### src/rtl/dft_pkg.sv
// Shared sizes, FSM state encoding and complex result type for the single-bin DFT accumulator.
// Defaults: 64-point frame, Q1.15 twiddles, 16-bit samples, accumulator sized so no input can overflow it.
package dft_pkg;

  localparam int DFT_N  = 64;
  localparam int DFT_SW = 16;
  localparam int DFT_XW = 16;
  localparam int DFT_AW = DFT_SW + DFT_XW + $clog2(DFT_N);

  typedef enum logic [1:0] {
    IDLE  = 2'd0,
    ACC   = 2'd1,
    DRAIN = 2'd2,
    DONE  = 2'd3
  } dft_state_e;

  typedef struct packed {
    logic signed [DFT_AW-1:0] re;
    logic signed [DFT_AW-1:0] im;
  } dft_cplx_t;

endpackage

### src/rtl/dft_cmul.sv
// Registered x * e^(-j*theta): pr = x*cos, pi = -(x*sin), full precision, 1-cycle latency.
// No backpressure: products load only when en_i is high, vld_o follows en_i by one cycle.
module dft_cmul #(
  parameter int SW = 16,
  parameter int XW = 16
) (
  input  logic                    clk,
  input  logic                    rst,
  input  logic                    en_i,
  input  logic signed [XW-1:0]    x_i,
  input  logic signed [SW-1:0]    sin_i,
  input  logic signed [SW-1:0]    cos_i,
  output logic signed [SW+XW-1:0] pr_o,
  output logic signed [SW+XW-1:0] pi_o,
  output logic                    vld_o
);

  localparam int PW = SW + XW;

  logic signed [PW-1:0] x_ext, sin_ext, cos_ext;
  logic signed [PW-1:0] pr_d, pr_q, pi_d, pi_q;
  logic                 vld_d, vld_q;

  // Operands widened to the product width so the multiply is exact in PW bits.
  assign x_ext   = $signed({{SW{x_i[XW-1]}}, x_i});
  assign sin_ext = $signed({{XW{sin_i[SW-1]}}, sin_i});
  assign cos_ext = $signed({{XW{cos_i[SW-1]}}, cos_i});

  always_comb begin
    pr_d  = pr_q;
    pi_d  = pi_q;
    vld_d = en_i;
    if (en_i) begin
      pr_d = x_ext * cos_ext;
      pi_d = -(x_ext * sin_ext);
    end
  end

  always_ff @(posedge clk or posedge rst) begin
    if (rst) begin
      pr_q  <= '0;
      pi_q  <= '0;
      vld_q <= 1'b0;
    end else begin
      pr_q  <= pr_d;
      pi_q  <= pi_d;
      vld_q <= vld_d;
    end
  end

  assign pr_o  = pr_q;
  assign pi_o  = pi_q;
  assign vld_o = vld_q;

endmodule

### src/rtl/dft_bin_acc.sv
// Single-bin DFT: accumulates x[n]*e^(-j*2*pi*k*n/N) over one N-sample frame; result 3 cycles after the Nth accept.
// Samples stall when x_val_i or tw_val_i is low; the result is held in DONE until res_rdy_i.
module dft_bin_acc
  import dft_pkg::*;
#(
  parameter int N  = DFT_N,
  parameter int SW = DFT_SW,
  parameter int XW = DFT_XW,
  parameter int AW = SW + XW + $clog2(N)
) (
  input  logic                 clk,
  input  logic                 rst,
  input  logic                 start_i,
  input  logic signed [XW-1:0] x_i,
  input  logic                 x_val_i,
  input  logic signed [SW-1:0] sin_i,
  input  logic signed [SW-1:0] cos_i,
  input  logic                 tw_val_i,
  output logic signed [AW-1:0] re_o,
  output logic signed [AW-1:0] im_o,
  output logic                 res_val_o,
  input  logic                 res_rdy_i,
  output logic                 busy_o
);

  localparam int PW = SW + XW;
  localparam int CW = (N > 1) ? $clog2(N) : 1;

  dft_state_e           state_d, state_q;
  logic [CW-1:0]        cnt_d, cnt_q;
  logic                 drain_d, drain_q;
  logic signed [AW-1:0] acc_re_d, acc_re_q, acc_im_d, acc_im_q;
  logic signed [AW-1:0] re_d, re_q, im_d, im_q;
  logic                 res_val_d, res_val_q;

  logic                 accept;
  logic signed [PW-1:0] pr, pi;
  logic                 p_vld;

  assign accept = (state_q == ACC) && x_val_i && tw_val_i;

  dft_cmul #(
    .SW (SW),
    .XW (XW)
  ) u_cmul (
    .clk   (clk),
    .rst   (rst),
    .en_i  (accept),
    .x_i   (x_i),
    .sin_i (sin_i),
    .cos_i (cos_i),
    .pr_o  (pr),
    .pi_o  (pi),
    .vld_o (p_vld)
  );

  always_comb begin
    state_d   = state_q;
    cnt_d     = cnt_q;
    drain_d   = drain_q;
    acc_re_d  = acc_re_q;
    acc_im_d  = acc_im_q;
    re_d      = re_q;
    im_d      = im_q;
    res_val_d = res_val_q;

    // Stage 2 runs in ACC and in the first DRAIN cycle, when the last product lands.
    if (p_vld) begin
      acc_re_d = acc_re_q + $signed({{(AW-PW){pr[PW-1]}}, pr});
      acc_im_d = acc_im_q + $signed({{(AW-PW){pi[PW-1]}}, pi});
    end

    unique case (state_q)
      IDLE: begin
        if (start_i) begin
          state_d  = ACC;
          cnt_d    = '0;
          acc_re_d = '0;
          acc_im_d = '0;
        end
      end
      ACC: begin
        if (accept) begin
          if (cnt_q == CW'(N-1)) begin
            cnt_d   = '0;
            drain_d = 1'b0;
            state_d = DRAIN;
          end else begin
            cnt_d = cnt_q + 1'b1;
          end
        end
      end
      DRAIN: begin
        if (drain_q) begin
          state_d   = DONE;
          res_val_d = 1'b1;
          re_d      = acc_re_q;
          im_d      = acc_im_q;
        end else begin
          drain_d = 1'b1;
        end
      end
      DONE: begin
        if (res_rdy_i) begin
          state_d   = IDLE;
          res_val_d = 1'b0;
        end
      end
      default: state_d = IDLE;
    endcase
  end

  always_ff @(posedge clk or posedge rst) begin
    if (rst) begin
      state_q   <= IDLE;
      cnt_q     <= '0;
      drain_q   <= 1'b0;
      acc_re_q  <= '0;
      acc_im_q  <= '0;
      re_q      <= '0;
      im_q      <= '0;
      res_val_q <= 1'b0;
    end else begin
      state_q   <= state_d;
      cnt_q     <= cnt_d;
      drain_q   <= drain_d;
      acc_re_q  <= acc_re_d;
      acc_im_q  <= acc_im_d;
      re_q      <= re_d;
      im_q      <= im_d;
      res_val_q <= res_val_d;
    end
  end

  assign re_o      = re_q;
  assign im_o      = im_q;
  assign res_val_o = res_val_q;
  assign busy_o    = (state_q != IDLE);

endmodule

### config.mk
export PLATFORM = sky130hd
export DESIGN_NAME = dft_bin_acc
export DESIGN_NICKNAME = d
export VERILOG_FILES = /design/src/rtl/dft_pkg.sv /design/src/rtl/dft_cmul.sv /design/src/rtl/dft_bin_acc.sv
export SDC_FILE = /design/constraint.sdc
export NUM_CORES = 2
export LEC_CHECK = 0
export BUFFER_PORTS_ARGS = -buffer_cell sky130_fd_sc_hd__buf_4
export CORE_AREA = 3 3 283 201
export CTS_CLUSTER_DIAMETER = 30
export DETAILED_ROUTE_END_ITERATION = 10
export DIE_AREA = 0 0 286 204
export MAX_ROUTING_LAYER = met4
export PLACE_DENSITY_LB_ADDON = 0.15
export REMOVE_ABC_BUFFERS = 1
export SYNTH_ARGS = -nofsm -noshare
export SYNTH_HDL_FRONTEND = slang
export SYNTH_SLANG_ARGS = --single-unit
export TNS_END_PERCENT = 100
### constraint.sdc
create_clock -name clk -period 9.28 [get_ports clk]
set_input_delay 1.392 -clock clk [delete_from_list [all_inputs] [get_ports clk]]
set_output_delay 1.392 -clock clk [all_outputs]
set_load 0.02 [all_outputs]
==> out/results.txt <==
status: completed
commonest non-fill, non-tap cell in the layout: inv_1
Layout area overhead: 8.79%
warnings from Yosys: 0
Post-Syn Area per Cell: 9.55 sq um
worst path required time: 9.67 ns
layout cell share with drive strength beyond 1: 9.27%
Setup Buffers After CTS: 0
minimum clock period: 7.48 ns
first-pass GRT wire length: 130,000 um
gr ovfl total: 0
largest net degree at the start of global routing: 92
worst slew pin tran: 1.06 ns
distinct cell type count after synthesis: 73
Cell Chain, Critical Path: buf_4 > nand2_1 > inv_1 > fa_1 > fa_1 > fa_1 > fa_1 > fa_1 > inv_1 > fa_1 > inv_1 > ha_1 > a21o_1 > a21o_1 > a21o_1 > a21o_1 > a21o_1 > a21o_1 > o21ba_2 > a311oi_1 > xnor2_1 > o21ai_0
sequential-to-total area share from yosys stat: 17.7%
crit start category: input port
final-report hold violation count: 0
max-slew violations: 0
Final period util: 80.6%
Hold WC Path Type: reg -> reg
number of global-route vias before repair: 25,230
setup TNS: 0 ns
critical path arrival: 7.88 ns
worst-path maximum fanout: 32
routability cong.: 0.919
post-synthesis sequential element count: 227
CTS tree: yes
worst reg2reg setup slack: 5.48 ns
DRC: 0
Clock Skews: 0.0285 ns
root cell of the clock tree: clkbuf_16
antenna violations before repair: 0
CP Capture Type: register
Initial Util: 59.3%
CP top delay family: adder cells
Layout Cells excl Fill: 4,163
Longest Clk Path Bufs: 3
routed length per instance: 18.3 um
NumNets Final: 4,243
largest cells by area after synthesis: fa_1 33%, dfrtp_1 18%, ha_1 10%, inv_1 7.0%, and2_1 4.6%
CTS buffer count: 39
Worst-path clk slew: 0.05 ns
EDFF count, synth: 0
synthesized area: 32,000 sq um
most frequent cells in the layout: 593 x inv_1, 522 x fa_1, 378 x nand2_1, 263 x ha_1, 236 x and2_1
DR iter-0 viols: 1,207
DP Wirelength: 59,700 um
Synth Flop Type: dfrtp_1
htree depth: 2
Max Cap Viol: 0
unrepaired setup endpoints after global routing: no
Resized cells post-CTS: 0
number of cell rows: 71
via count: 23,384
Filler cells: 4,371
CP max-delay cell: fa_1
CTS Hold Bufs: 0
DRT Pass-1 Iters: 5
post-route ant nets: 0
maximum clock rate: 134 MHz
Yosys top cell area share: 32.6%
Ports: 132
die area: 58,300 sq um
worst path bufs/invs: 4
Die Y: 204 um
final hold slack: 0.474 ns
Tot GR Track Use: 28.1%
Worst path max stage delay: 0.89 ns
Worst slew margin: 29.6%
post-layout util: 64.5%
placed instance count: 4,093
largest area contributor in the netlist: fa_1
Async S/R FF share, synth: 100%
Worst-Skew Late Latency: 0.54 ns
final setup fails: 0
wirelength, routed: 76,000 um
Die W: 286 um
worst setup path class: in -> reg
post-synthesis instance total: 3,354
Core ar.: 54,000 sq um
clock sinks: 227
vias per cell: 5.62
IO buf count: 131
kinds of logic (layout without fill, tap and decap cells):
| logic type | Yosys count | after routing | share of synthesized area (%) |
|---|---|---|---|
| simple gates | 906 | 906 | 13.7 |
| fa+ha+maj | 785 | 785 | 42.9 |
| buf+inv | 725 | 803 | 8.50 |
| compound gates | 446 | 446 | 9.05 |
| flops | 227 | 227 | 17.7 |
| mux | 139 | 139 | 4.68 |
| xor+xnor | 126 | 126 | 3.44 |
| other cells | 0 | 1 | 0 |
synth_stat cells (all sizes together), types with 83 or more instances:
cell	n
dfrtp	227
nor2	131
clkbuf	119
fa	522
xnor2	83
nand2	379
and2	237
ha	263
o21ai	121
mux2	86
a21oi	92
inv	594
final cells by class:
cell class,count,area [sq um],share of cell area [%]
flip-flops and latches,227,5680,16.3
multi-input cells,2402,23700,67.9
well taps,730,913,2.62
diodes,1,2.50,0.00718
repair buffers,139,1040,2.99
clock inverters,24,267,0.765
clock buffers,45,1050,3.01
inverters,595,2240,6.43
final timing paths:
kind                                 from               to  cells after the start
setup reg to reg              acc_im_q[0]     acc_im_q[30]                     12
max in group asynchronous             rst     u_cmul.vld_o                      3
setup / recovery                  x_i[15]  u_cmul.pr_o[31]                     22
hold reg to reg            u_cmul.pr_o[0]   u_cmul.pr_o[0]                      2
min in group asynchronous             rst         im_o[36]                      2
hold / removal             u_cmul.pr_o[0]   u_cmul.pr_o[0]                      2
worst min-delay path: cells and delay by family (launching register included):
kind / cells / cell delay, ns
AND/OR/NAND/NOR: 2 / 0.10
flip-flops: 1 / 0.34
through the flow:
stage	area, sq um	setup slack (ns)
global placement	33500	1.46
detailed placement	33500	1.31
global route	34900	1.53
CTS	34900	1.85
finish	34900	1.80
floorplan	31500	1.67
metal layers:
metal  vias up  wire length [um]  global-route usage, %
met5         -                 0                      -
met4         0              1180                   5.20
met3        99              4610                   3.75
met2       738             36000                   44.9
met1     11859             34300                   39.3
li1      10688                 -                      -
sequential cells by signal (all words and copies together), names as in the netlist:
register      cells
res_val_o         1
u_cmul.pi_o      32
cnt_q             6
acc_re_q         38
re_o             38
im_o             38
acc_im_q         38
drain_q           1
u_cmul.pr_o      32
u_cmul.vld_o      1
state_q           2
Power is left out: the tool's default activity adds up to more than one toggle a clock period on the data nets, which glitch-free logic cannot reach.
